==> config.mk <==
export PLATFORM = sky130hd
export DESIGN_NAME = serial_tx_fifo_flat
export DESIGN_NICKNAME = d
export VERILOG_FILES = /design/src/rtl/serial_tx_fifo_if.sv /design/src/rtl/serial_tx_fifo.sv /design/src/flat_wrapper.sv
export SDC_FILE = /design/constraint.sdc
export NUM_CORES = 1
export LEC_CHECK = 0
export CAP_MARGIN = 20
export CORE_ASPECT_RATIO = 2
export CORE_MARGIN = 2
export CORE_UTILIZATION = 45
export CTS_BUF_LIST = sky130_fd_sc_hd__clkbuf_8
export CTS_CLUSTER_DIAMETER = 30
export DETAILED_ROUTE_END_ITERATION = 6
export PLACE_DENSITY = 0.73
export SYNTH_ARGS = -nofsm -noshare
export SYNTH_HDL_FRONTEND = slang
export SYNTH_SLANG_ARGS = --single-unit
==> constraint.sdc <==
create_clock -name clk -period 3 [get_ports clk]
set_clock_uncertainty 0.15 [all_clocks]
set_input_delay 0.6 -clock clk [delete_from_list [all_inputs] [get_ports clk]]
set_output_delay 0.6 -clock clk [all_outputs]
set_load 0.02 [all_outputs]
==> src/rtl/serial_tx_fifo_if.sv <==
// Push/pop handshake bundle between the bus-side data register and the TX FIFO.
// A transfer happens on a rising edge where valid && ready. Valid never depends on ready.
interface serial_tx_fifo_if #(
  parameter int WIDTH = 8
);
  logic             wr_valid;
  logic             wr_ready;
  logic [WIDTH-1:0] wr_data;
  logic             rd_valid;
  logic             rd_ready;
  logic [WIDTH-1:0] rd_data;

  // master: bus writer plus transmitter; slave: the FIFO
  modport master (
    output wr_valid, wr_data, rd_ready,
    input  wr_ready, rd_valid, rd_data
  );

  modport slave (
    input  wr_valid, wr_data, rd_ready,
    output wr_ready, rd_valid, rd_data
  );
endinterface

==> src/rtl/serial_tx_fifo.sv <==
// Byte FIFO feeding the UART serial transmitter, with first-word fall-through,
// level/threshold status and a sticky overflow flag.
module serial_tx_fifo #(
  parameter int DEPTH     = 16,
  parameter int WIDTH     = 8,
  parameter int THRESHOLD = 4
) (
  input  logic                       clk,
  input  logic                       reset,
  serial_tx_fifo_if.slave            bus,
  input  logic                       flush,
  input  logic                       clear_overflow,
  output logic [$clog2(DEPTH):0]     level,
  output logic                       full,
  output logic                       empty,
  output logic                       low_water,
  output logic                       overflow
);
  localparam int AW = $clog2(DEPTH);
  localparam int LW = AW + 1;

  logic [WIDTH-1:0] mem [DEPTH];
  logic [AW-1:0]    wr_ptr;
  logic [AW-1:0]    rd_ptr;
  logic             push;
  logic             pop;
  logic             ovf_event;

  assign full      = (level == LW'(DEPTH));
  assign empty     = (level == '0);
  assign low_water = (level <= LW'(THRESHOLD));

  assign bus.wr_ready = !full;
  assign bus.rd_valid = !empty;
  assign bus.rd_data  = mem[rd_ptr];

  assign push      = bus.wr_valid && !full;
  assign pop       = !empty && bus.rd_ready;
  assign ovf_event = bus.wr_valid && full;

  // Storage is deliberately left unreset; rd_data is meaningless while empty.
  always_ff @(posedge clk) begin
    if (push && !flush) begin
      mem[wr_ptr] <= bus.wr_data;
    end
  end

  always_ff @(posedge clk or negedge reset) begin
    if (!reset) begin
      wr_ptr <= '0;
      rd_ptr <= '0;
      level  <= '0;
    end else if (flush) begin
      wr_ptr <= '0;
      rd_ptr <= '0;
      level  <= '0;
    end else begin
      if (push) wr_ptr <= wr_ptr + AW'(1);
      if (pop)  rd_ptr <= rd_ptr + AW'(1);
      case ({push, pop})
        2'b10:   level <= level + LW'(1);
        2'b01:   level <= level - LW'(1);
        default: level <= level;
      endcase
    end
  end

  // A fresh overflow in the same cycle as a clear request keeps the flag set.
  always_ff @(posedge clk or negedge reset) begin
    if (!reset) begin
      overflow <= 1'b0;
    end else if (ovf_event) begin
      overflow <= 1'b1;
    end else if (clear_overflow) begin
      overflow <= 1'b0;
    end
  end
endmodule

==> src/flat_wrapper.sv <==
// flat-port wrapper written by rule: the top's interface ports become plain ports
module serial_tx_fifo_flat 
#(
  parameter int DEPTH     = 16,
  parameter int WIDTH     = 8,
  parameter int THRESHOLD = 4
)
  (clk, reset, flush, clear_overflow, level, full, empty, low_water, overflow, bus_wr_valid, bus_wr_data, bus_rd_ready, bus_wr_ready, bus_rd_valid, bus_rd_data);
  serial_tx_fifo_if #(.WIDTH(WIDTH)) bus_i ();
  input  logic clk;
  input  logic reset;
  input  logic flush;
  input  logic clear_overflow;
  output logic [$clog2(DEPTH):0] level;
  output logic full;
  output logic empty;
  output logic low_water;
  output logic overflow;
  input wire logic [$bits(bus_i.wr_valid)-1:0] bus_wr_valid;
  input wire logic [$bits(bus_i.wr_data)-1:0] bus_wr_data;
  input wire logic [$bits(bus_i.rd_ready)-1:0] bus_rd_ready;
  output wire logic [$bits(bus_i.wr_ready)-1:0] bus_wr_ready;
  output wire logic [$bits(bus_i.rd_valid)-1:0] bus_rd_valid;
  output wire logic [$bits(bus_i.rd_data)-1:0] bus_rd_data;
  assign bus_i.wr_valid = bus_wr_valid;
  assign bus_i.wr_data = bus_wr_data;
  assign bus_i.rd_ready = bus_rd_ready;
  assign bus_wr_ready = bus_i.wr_ready;
  assign bus_rd_valid = bus_i.rd_valid;
  assign bus_rd_data = bus_i.rd_data;
  serial_tx_fifo #(.DEPTH(DEPTH), .WIDTH(WIDTH), .THRESHOLD(THRESHOLD)) u_core (.clk(clk), .reset(reset), .bus(bus_i), .flush(flush), .clear_overflow(clear_overflow), .level(level), .full(full), .empty(empty), .low_water(low_water), .overflow(overflow));
endmodule
# After elaboration in Yosys (flattened, before gate mapping)
# Memory sizes are Yosys's and may differ from the RTL's.
# Cells that the tools add are included.
# op_classes
addsub	4
n_mul	0
n_lt_le_gt_ge	1
muxes	10
n_bitwise	0
shifts	0
div	0
reduce_logical	12
eq_ne	3
# ops
operator	n
2-to-1 mux 4 bit	4
one-hot mux 5 bit (2 select lines)	1
adder 4 x 1 -> 4 bit, second input constant	2
nonzero test 2 bit	3
adder 5 x 1 -> 5 bit, second input constant	1
== test 5 bit, second input constant	1
<= comparator 5 x 3 -> 1 bit, second input constant	1
logical NOT 5 bit	1
2-to-1 mux 5 bit	1
subtractor 5 x 1 -> 5 bit, second input constant	1
logical AND 1 bit	4
2-to-1 mux 1 bit	4
logical NOT 1 bit	3
nonzero test 3 bit	1
== test 2 x 1 -> 1 bit, second input constant	1
== test 2 bit, second input constant	1
# totals
mem_count	1
in_bits	14
regBits	14
latch_bits	0
rom_bits	0
output_inout_bits	19
mem_bits_rw	128
word_cells	35
# mem_list
name	depth	word_bits	rd	rd_clocked_by_memory_dff	wr	line_no	text
u_core.mem	16	8	1	0	1	serial_tx_fifo.sv:22	logic [WIDTH-1:0] mem [DEPTH];

# Logic depth before layout (Yosys ltp)
# Gate-level depths: netlist (run 1).
# logic_depth
word_depth	6
mapped_depth	9

# Worst setup path before layout (run 1)
# Ideal clock, no wire load.
# synth_path
kind	register to register
startpoint	register u_core.level[1]
endpoint	register u_core.level[4]
setup_ps	96
synth_period_minus_slack_ps	2984
path_buffers	1
slack_ps	16
path_stages_with_launch	9
required_time_ps	2754
arrival_time_ps	2738
cell_sequence	dfrtp_1 > buf_6 > nor4_4 > mux2i_1 > ha_1 > or3b_2 > a311oi_2 > a22oi_1 > a311oi_2
# synth_between
elab_chain_cells	6
word_cells_on_any_way	13
# synth_lines
item	line_no	text
start: declaration	serial_tx_fifo.sv:13	output logic [$clog2(DEPTH):0] level,
start signal: assignment	serial_tx_fifo.sv:61	2'b10: level <= level + LW'(1);
start signal: assignment	serial_tx_fifo.sv:62	2'b01: level <= level - LW'(1);
start signal: assignment	serial_tx_fifo.sv:63	default: level <= level;
== test 5 bit or logical NOT 5 bit (tied branches)	serial_tx_fifo.sv:29, serial_tx_fifo.sv:30	
logical NOT 1 bit, on equally long branches	serial_tx_fifo.sv:37, serial_tx_fifo.sv:38	
logical AND 1 bit, on equally long branches	serial_tx_fifo.sv:37, serial_tx_fifo.sv:38	
== test 2 x 1 -> 1 bit or == test 2 bit (tied branches)	serial_tx_fifo.sv:60	case ({push, pop})
one-hot mux 5 bit (2 select lines)	serial_tx_fifo.sv:60	
2-to-1 mux 5 bit	serial_tx_fifo.sv:53	end else if (flush) begin
# Several ways; a longest one is shown, not always the timed one.
# A chain may end at the register's enable or synchronous reset.

# Final worst setup path (run 1)
# layout_path
startpoint	register u_core.rd_ptr[0]
endpoint	output port bus_rd_data[2]
# layout_between
elab_chain_cells	1
# layout_lines
item	line_no	text
start: declaration	serial_tx_fifo.sv:24	logic [AW-1:0] rd_ptr;
start signal: assignment	serial_tx_fifo.sv:59	if (pop) rd_ptr <= rd_ptr + AW'(1);
memory read (16 x 8 bit)	--	
end: declaration	flat_wrapper.sv:24	output wire logic [$bits(bus_i.rd_data)-1:0] bus_rd_data;
# No other way between the ends.

==> results.sh, run 1 <==
export IMPL_synth_common_cells="edfxtp_1 (128), mux4_2 (40), nor2_1 (30)"
export IMPL_ys_ff_latch=142
export IMPL_max_freq_ghz=0.3305
export IMPL_insertion_delay_ps=420
export IMPL_setup_ws_ps=-25.53
export IMPL_slew_headroom_pct=54.92
export IMPL_violations="negative setup slack"
export IMPL_rsz0062_at_grt="yes"
export IMPL_fp_dieW_um=84.63
export IMPL_wl_per_cell_um=20.36
export IMPL_cts_tree="yes"
export IMPL_cp_required_ps=2250
export IMPL_ys_warn_count=0
export IMPL_num_rows=59
export IMPL_synthCells=308
export IMPL_crit_path_start_kind="flop"
export IMPL_yosys_area_top_type="edfxtp_1"
export IMPL_synthToLayoutAreaGrowth_pct=19.65
export IMPL_setup_violations_final=2
export IMPL_netlist_area_um2=5851
export IMPL_final_min_clock_period_ps=3026
export IMPL_max_cap_violations=0
export IMPL_clkSlewWorstSetupHoldPaths_ps=70
export IMPL_grt_pass1_vias=3133
export IMPL_ys_seq_area_share_pct=71.69
export IMPL_grt_pass1_wl_um=17600
export IMPL_crit_type="flop to primary output"
export IMPL_drtPass1Iterations=4
export IMPL_synth_area_leaders="edfxtp_1 (66%), mux4_2 (15%), dfrtp_1 (6.0%)"
export IMPL_final_cells=541
export IMPL_grt_overflow_total=0
export IMPL_synth_top_area_share_pct=65.70
export IMPL_start_util_pct=45.55
export IMPL_n_antenna_cell=0
export IMPL_ios=33
export IMPL_clockRootBuffer="clkbuf_8"
export IMPL_p_leak_uw=0.002376
export IMPL_crit_fanout=7
export IMPL_post_route_util_pct=54.50
export IMPL_gp_congestion=0.7770
export IMPL_dp_hpwl_um=7487
export IMPL_yosysMostFrequentCell="edfxtp_1"
export IMPL_clock_sinks=142
export IMPL_rr_worst_depth=7
export IMPL_hp_class="flop to flop"
export IMPL_wl_um=11020
export IMPL_placed_cells=506
export IMPL_detail_route_vias_per_cell=5.551
export IMPL_yosys_cell_types_count=36
export IMPL_grtUsageTotal_pct=17.10
export IMPL_hold_depth=2
export IMPL_synth_edf_count=128
export IMPL_detail_route_antenna_nets=0
export IMPL_ys_async_sr_fraction_pct=9.859
export IMPL_vias=3003
export IMPL_final_hold_viol_count=0
export IMPL_die_h_um=165.3
export IMPL_grt_antenna_before_repair=0
export IMPL_portBuffers=32
export IMPL_ys_flop_type="edfxtp_1"
export IMPL_max_clock_path_buffers=2
export IMPL_irDropWorstVdd_mv=0.4030
export IMPL_cts_buffers=17
export IMPL_layout_drive_gt1_share_pct=31.62
export IMPL_power_density_nw_per_um2=738.9
export IMPL_synth_area_per_cell_um2=19.00
export IMPL_dieArea_um2=13980
export IMPL_period_share_pct=100.9
export IMPL_drc=0
export IMPL_setup_worst_path_end_class="primary output"
export IMPL_arrival_ps=2280
export IMPL_synth_nets=329
export IMPL_finalMaxSlewViolations=0
export IMPL_h_tree_depth=4
export IMPL_grt_max_degree=22
export IMPL_outcome="complete, but fails checks"
export IMPL_worst_slew_pin_slew_ps=674.0
export IMPL_fin_tns_setup_ps=-27.30
export IMPL_nets=398
export IMPL_drtIter0Drc=297
export IMPL_core_area_um2=12840
-- placed cells by master, fill, tap and decap left out, types with 4 or more instances in the layout --
cell / instances
nand3_1: 4
nand2_1: 10
o21ai_0: 4
clkdlybuf4s50_1: 20
inv_1: 8
a21oi_1: 7
buf_6: 12
buf_4: 28
edfxtp_1: 128
xor2_1: 6
mux4_2: 40
nor2_1: 30
ha_1: 7
clkbuf_8: 17
dfrtp_1: 12
mux2i_1: 4
-- routing by layer --
layer / track usage [%] / routed length [um] / up-vias
met4: 7.504 / 197 / 0
met3: 3.827 / 364 / 8
met5: 0 / 0 / -
li1: - / - / 1367
met2: 29.13 / 6012 / 76
met1: 20.88 / 4443 / 1552
-- area by class of cell --
type	count	area, um^2
fill	1031	5844
sequential	142	4197
multi-input combinational	142	1554
timing repair buffer	67	655.6
clock buffer	17	234.0
tap	152	190.2
clock inverter	14	143.9
inverter	7	26.28
-- power breakdown --
part	switching [uW]	internal [uW]	leakage [uW]
sequential	82.8	2220	0.00134
clock	694	732	0.000187
combinational	692	747	0.000849
total	1470	3700	0.00238
-- critical path, cell delays in order, from the launching register on --
cell and delay (ps):
dfrtp_2 430, buf_6 150, buf_12 140, mux4_2 510
mux4_2 490, buf_6 150
-- per-stage QoR --
step                setup WS, ps  hold WS, ps  power (uW)  instance area (um^2)
floorplan                  16.45        154.4        3223                  5851
finish                    -25.53        384.0        5173                  7000
detailed placement        -63.73        378.9        3759                  6569
CTS                       -50.77        390.2        5270                  7039
global placement           54.93        367.3        3710                  6569
global route              -105.6        408.1        5401                  7000
-- worst paths after layout --
kind / startpoint / endpoint / slack (ps)
setup / recovery: u_core.rd_ptr[0] / bus_rd_data[2] / -30
setup reg to reg: u_core.level[2] / u_core.level[4] / 250
hold / removal: u_core.overflow / u_core.overflow / 380
min in group asynchronous: reset / u_core.level[3] / 430
max in group asynchronous: reset / u_core.rd_ptr[0] / 1780
hold reg to reg: u_core.overflow / u_core.overflow / 380
-- registers in the layout, indices dropped and copies added, names as in the netlist --
name and cells:
u_core.rd_ptr 4, u_core.level 5, u_core.mem 128, u_core.overflow 1, u_core.wr_ptr 4
-- cell families after synthesis --
family / share of synthesized area (%)
muxes: 16.08
and+or+nand+nor: 5.154
xor gates and xnor gates: 1.347
buffers and inverters: 1.754
AOI/OAI and AO/OA: 2.481
adders and majority gates: 1.497
DFF: 71.69
-- timing repair --
action / CTS / global route
setup buffers: 5 / 0
endpoints found under the setup margin: 10 / 11
gates resized for setup: 49 / 10
hold buffers: 0 / 0
gates cloned: 2 / 0
Note: power is estimated with default switching activity, not from simulation.
==> inputs of run 2 (changes only) <==
Settings changed: SLEW_MARGIN set to 20, TNS_END_PERCENT set to 1.
==> results.sh, run 2 (synthesis results as in run 1) <==
export IMPL_largest_reg_flops=128
export IMPL_crit_path_start_kind="flop"
export IMPL_fp_dieW_um=84.63
export IMPL_grt_antenna_before_repair=0
export IMPL_die_h_um=165.3
export IMPL_p_leak_uw=0.002387
export IMPL_hold_depth=2
export IMPL_max_flop_register="u_core.mem"
export IMPL_p_seq_share_pct=44.5
export IMPL_finalMaxSlewViolations=0
export IMPL_grt_pass1_vias=3135
export IMPL_final_area_um2=7009
export IMPL_clock_sinks=142
export IMPL_irDropWorstVdd_mv=0.4054
export IMPL_dp_hpwl_um=7487
export IMPL_comb_power_share_pct=28.0
export IMPL_gp_congestion=0.7770
export IMPL_cts_tree="yes"
export IMPL_slew_headroom_pct=55.09
export IMPL_pre_cts_slack_ps=-63.73
export IMPL_top_regs="u_core.mem: 128 flops, u_core.level: 5 flops"
export IMPL_nets=401
export IMPL_start_util_pct=45.55
export IMPL_clockRootBuffer="clkbuf_8"
export IMPL_insertion_delay_ps=420
export IMPL_final_min_clock_period_ps=3001
export IMPL_n_antenna_cell=0
export IMPL_wl_um=11240
export IMPL_core_area_um2=12840
export IMPL_intPower_uw=3704
export IMPL_vias=3062
export IMPL_hp_class="flop to flop"
export IMPL_grtUsageTotal_pct=16.96
export IMPL_drtIter0Drc=290
export IMPL_crit_type="flop to primary output"
export IMPL_max_cap_violations=0
export IMPL_h_tree_depth=4
export IMPL_max_clock_path_buffers=2
export IMPL_outcome="complete, but fails checks"
export IMPL_placed_cells=506
export IMPL_p_sw_share_pct=28.44
export IMPL_worst_slew_pin_slew_ps=671.6
export IMPL_grt_pass1_wl_um=17450
export IMPL_ios=33
export IMPL_setup_ws_ps=-1.024
export IMPL_cts_buffers=17
export IMPL_rr_worst_depth=7
export IMPL_violations="negative setup slack"
export IMPL_grt_max_degree=22
export IMPL_max_freq_ghz=0.3332
export IMPL_portBuffers=32
export IMPL_final_hold_viol_count=0
export IMPL_cp_required_ps=2250
export IMPL_final_cells=544
export IMPL_drtPass1Iterations=5
export IMPL_power_uw=5177
export IMPL_dieArea_um2=13980
export IMPL_layout_cells_most_common="edfxtp_1"
export IMPL_crit_fanout=6
export IMPL_setup_worst_path_end_class="primary output"
export IMPL_num_rows=59
export IMPL_placed_cell_area_um2=6569
export IMPL_p_switching_uw=1472
export IMPL_layout_drive_gt1_share_pct=32.14
export IMPL_nFillCells=1034
export IMPL_detail_route_antenna_nets=0
export IMPL_grt_overflow_total=0
export IMPL_p_clk_share_pct=27.5
export IMPL_arrival_ps=2250
export IMPL_drc=0
export IMPL_rsz0062_at_grt="yes"
export IMPL_power_density_nw_per_um2=738.6
export IMPL_setup_violations_final=1
export IMPL_mostFrequentLayoutCells="edfxtp_1 (128), mux4_2 (40), buf_4 (33)"
export IMPL_synthToLayoutAreaGrowth_pct=19.80
export IMPL_wl_per_cell_um=20.66
export IMPL_period_share_pct=100.0
export IMPL_detail_route_vias_per_cell=5.629
export IMPL_clkSlewWorstSetupHoldPaths_ps=70
run 2: changes by cell type in the layout (fill, tap and decap cells not counted), sizes merged:
| cell | before | now |
|---|---|---|
| buf | 43 | 45 |
| clkbuf | 17 | 18 |
run 2: per-layer routing:
layer / routed length [um] / up-vias / track usage (%)
met2: 6293 / 99 / 29.17
met4: 125 / 0 / 7.504
met5: 0 / - / 0
li1: - / 1376 / -
met1: 4378 / 1581 / 20.36
met3: 443 / 6 / 3.877
run 2: metrics by stage:
| stage | TNS, ps | hold slack, ps | utilization [%] |
|---|---|---|---|
| 2_1_floorplan | 0 | 154.4 | - |
| 3_3_place_gp | 0 | 367.3 | 51.14 |
| 3_5_place_dp | -63.73 | 378.9 | 51.14 |
| 4_1_cts | -560.2 | 390.2 | 54.24 |
| 5_1_grt | -566.0 | 408.1 | 54.57 |
| 6_report | -1.024 | 383.3 | 54.57 |
run 2: worst paths after layout:
kind                                        from                to  slack, ps
worst min-delay path             u_core.overflow   u_core.overflow        380
worst max-delay path            u_core.rd_ptr[0]    bus_rd_data[0]         -1
worst max register to register   u_core.level[2]   u_core.level[4]        250
min in group asynchronous                  reset   u_core.level[3]        430
worst min register to register   u_core.overflow   u_core.overflow        380
max in group asynchronous                  reset  u_core.rd_ptr[0]       1790
run 2: power groups by stage:
| stage | logic [uW] | clock network [uW] | registers [uW] |
|---|---|---|---|
| floorplan | 879 | 0 | 2340 |
| global placement | 1360 | 0 | 2350 |
| detailed placement | 1410 | 0 | 2350 |
| CTS | 1430 | 1460 | 2300 |
| global route | 1540 | 1540 | 2320 |
| finish | 1450 | 1420 | 2300 |
run 2: worst max-delay path, cell delays in order, from the launching register on:
cell and delay (ps):
dfrtp_2 390, buf_4 150, buf_16 130, mux4_2 510
mux4_2 480, buf_4 170
run 2: what timing repair did:
item | 4_1_cts | 5_1_grt
endpoints found under the hold margin | 0 | 0
setup buffers | 4 | 1
gates cloned | 1 | 1
gates resized for setup | 34 | 7
endpoints found under the setup margin | 10 | 11
hold buffers | 0 | 0
run 2: layout make-up:
| cell class | count | area, um^2 | share of cell area [%] |
|---|---|---|---|
| Sequential cell | 142 | 4197 | 59.87 |
| Multi-Input combinational cell | 142 | 1554 | 22.17 |
| Timing Repair Buffer | 70 | 664.4 | 9.479 |
| Clock buffer | 17 | 234.0 | 3.338 |
| Tap cell | 152 | 190.2 | 2.713 |
| Clock inverter | 14 | 143.9 | 2.053 |
| Inverter | 7 | 26.28 | 0.3749 |
==> inputs of run 3 (changes only) <==
Settings changed: ABC_CLOCK_PERIOD_IN_PS set to 3000.
==> results of run 3 <==
Same layout as run 2: the final DEF is identical, and so are final timing and power.
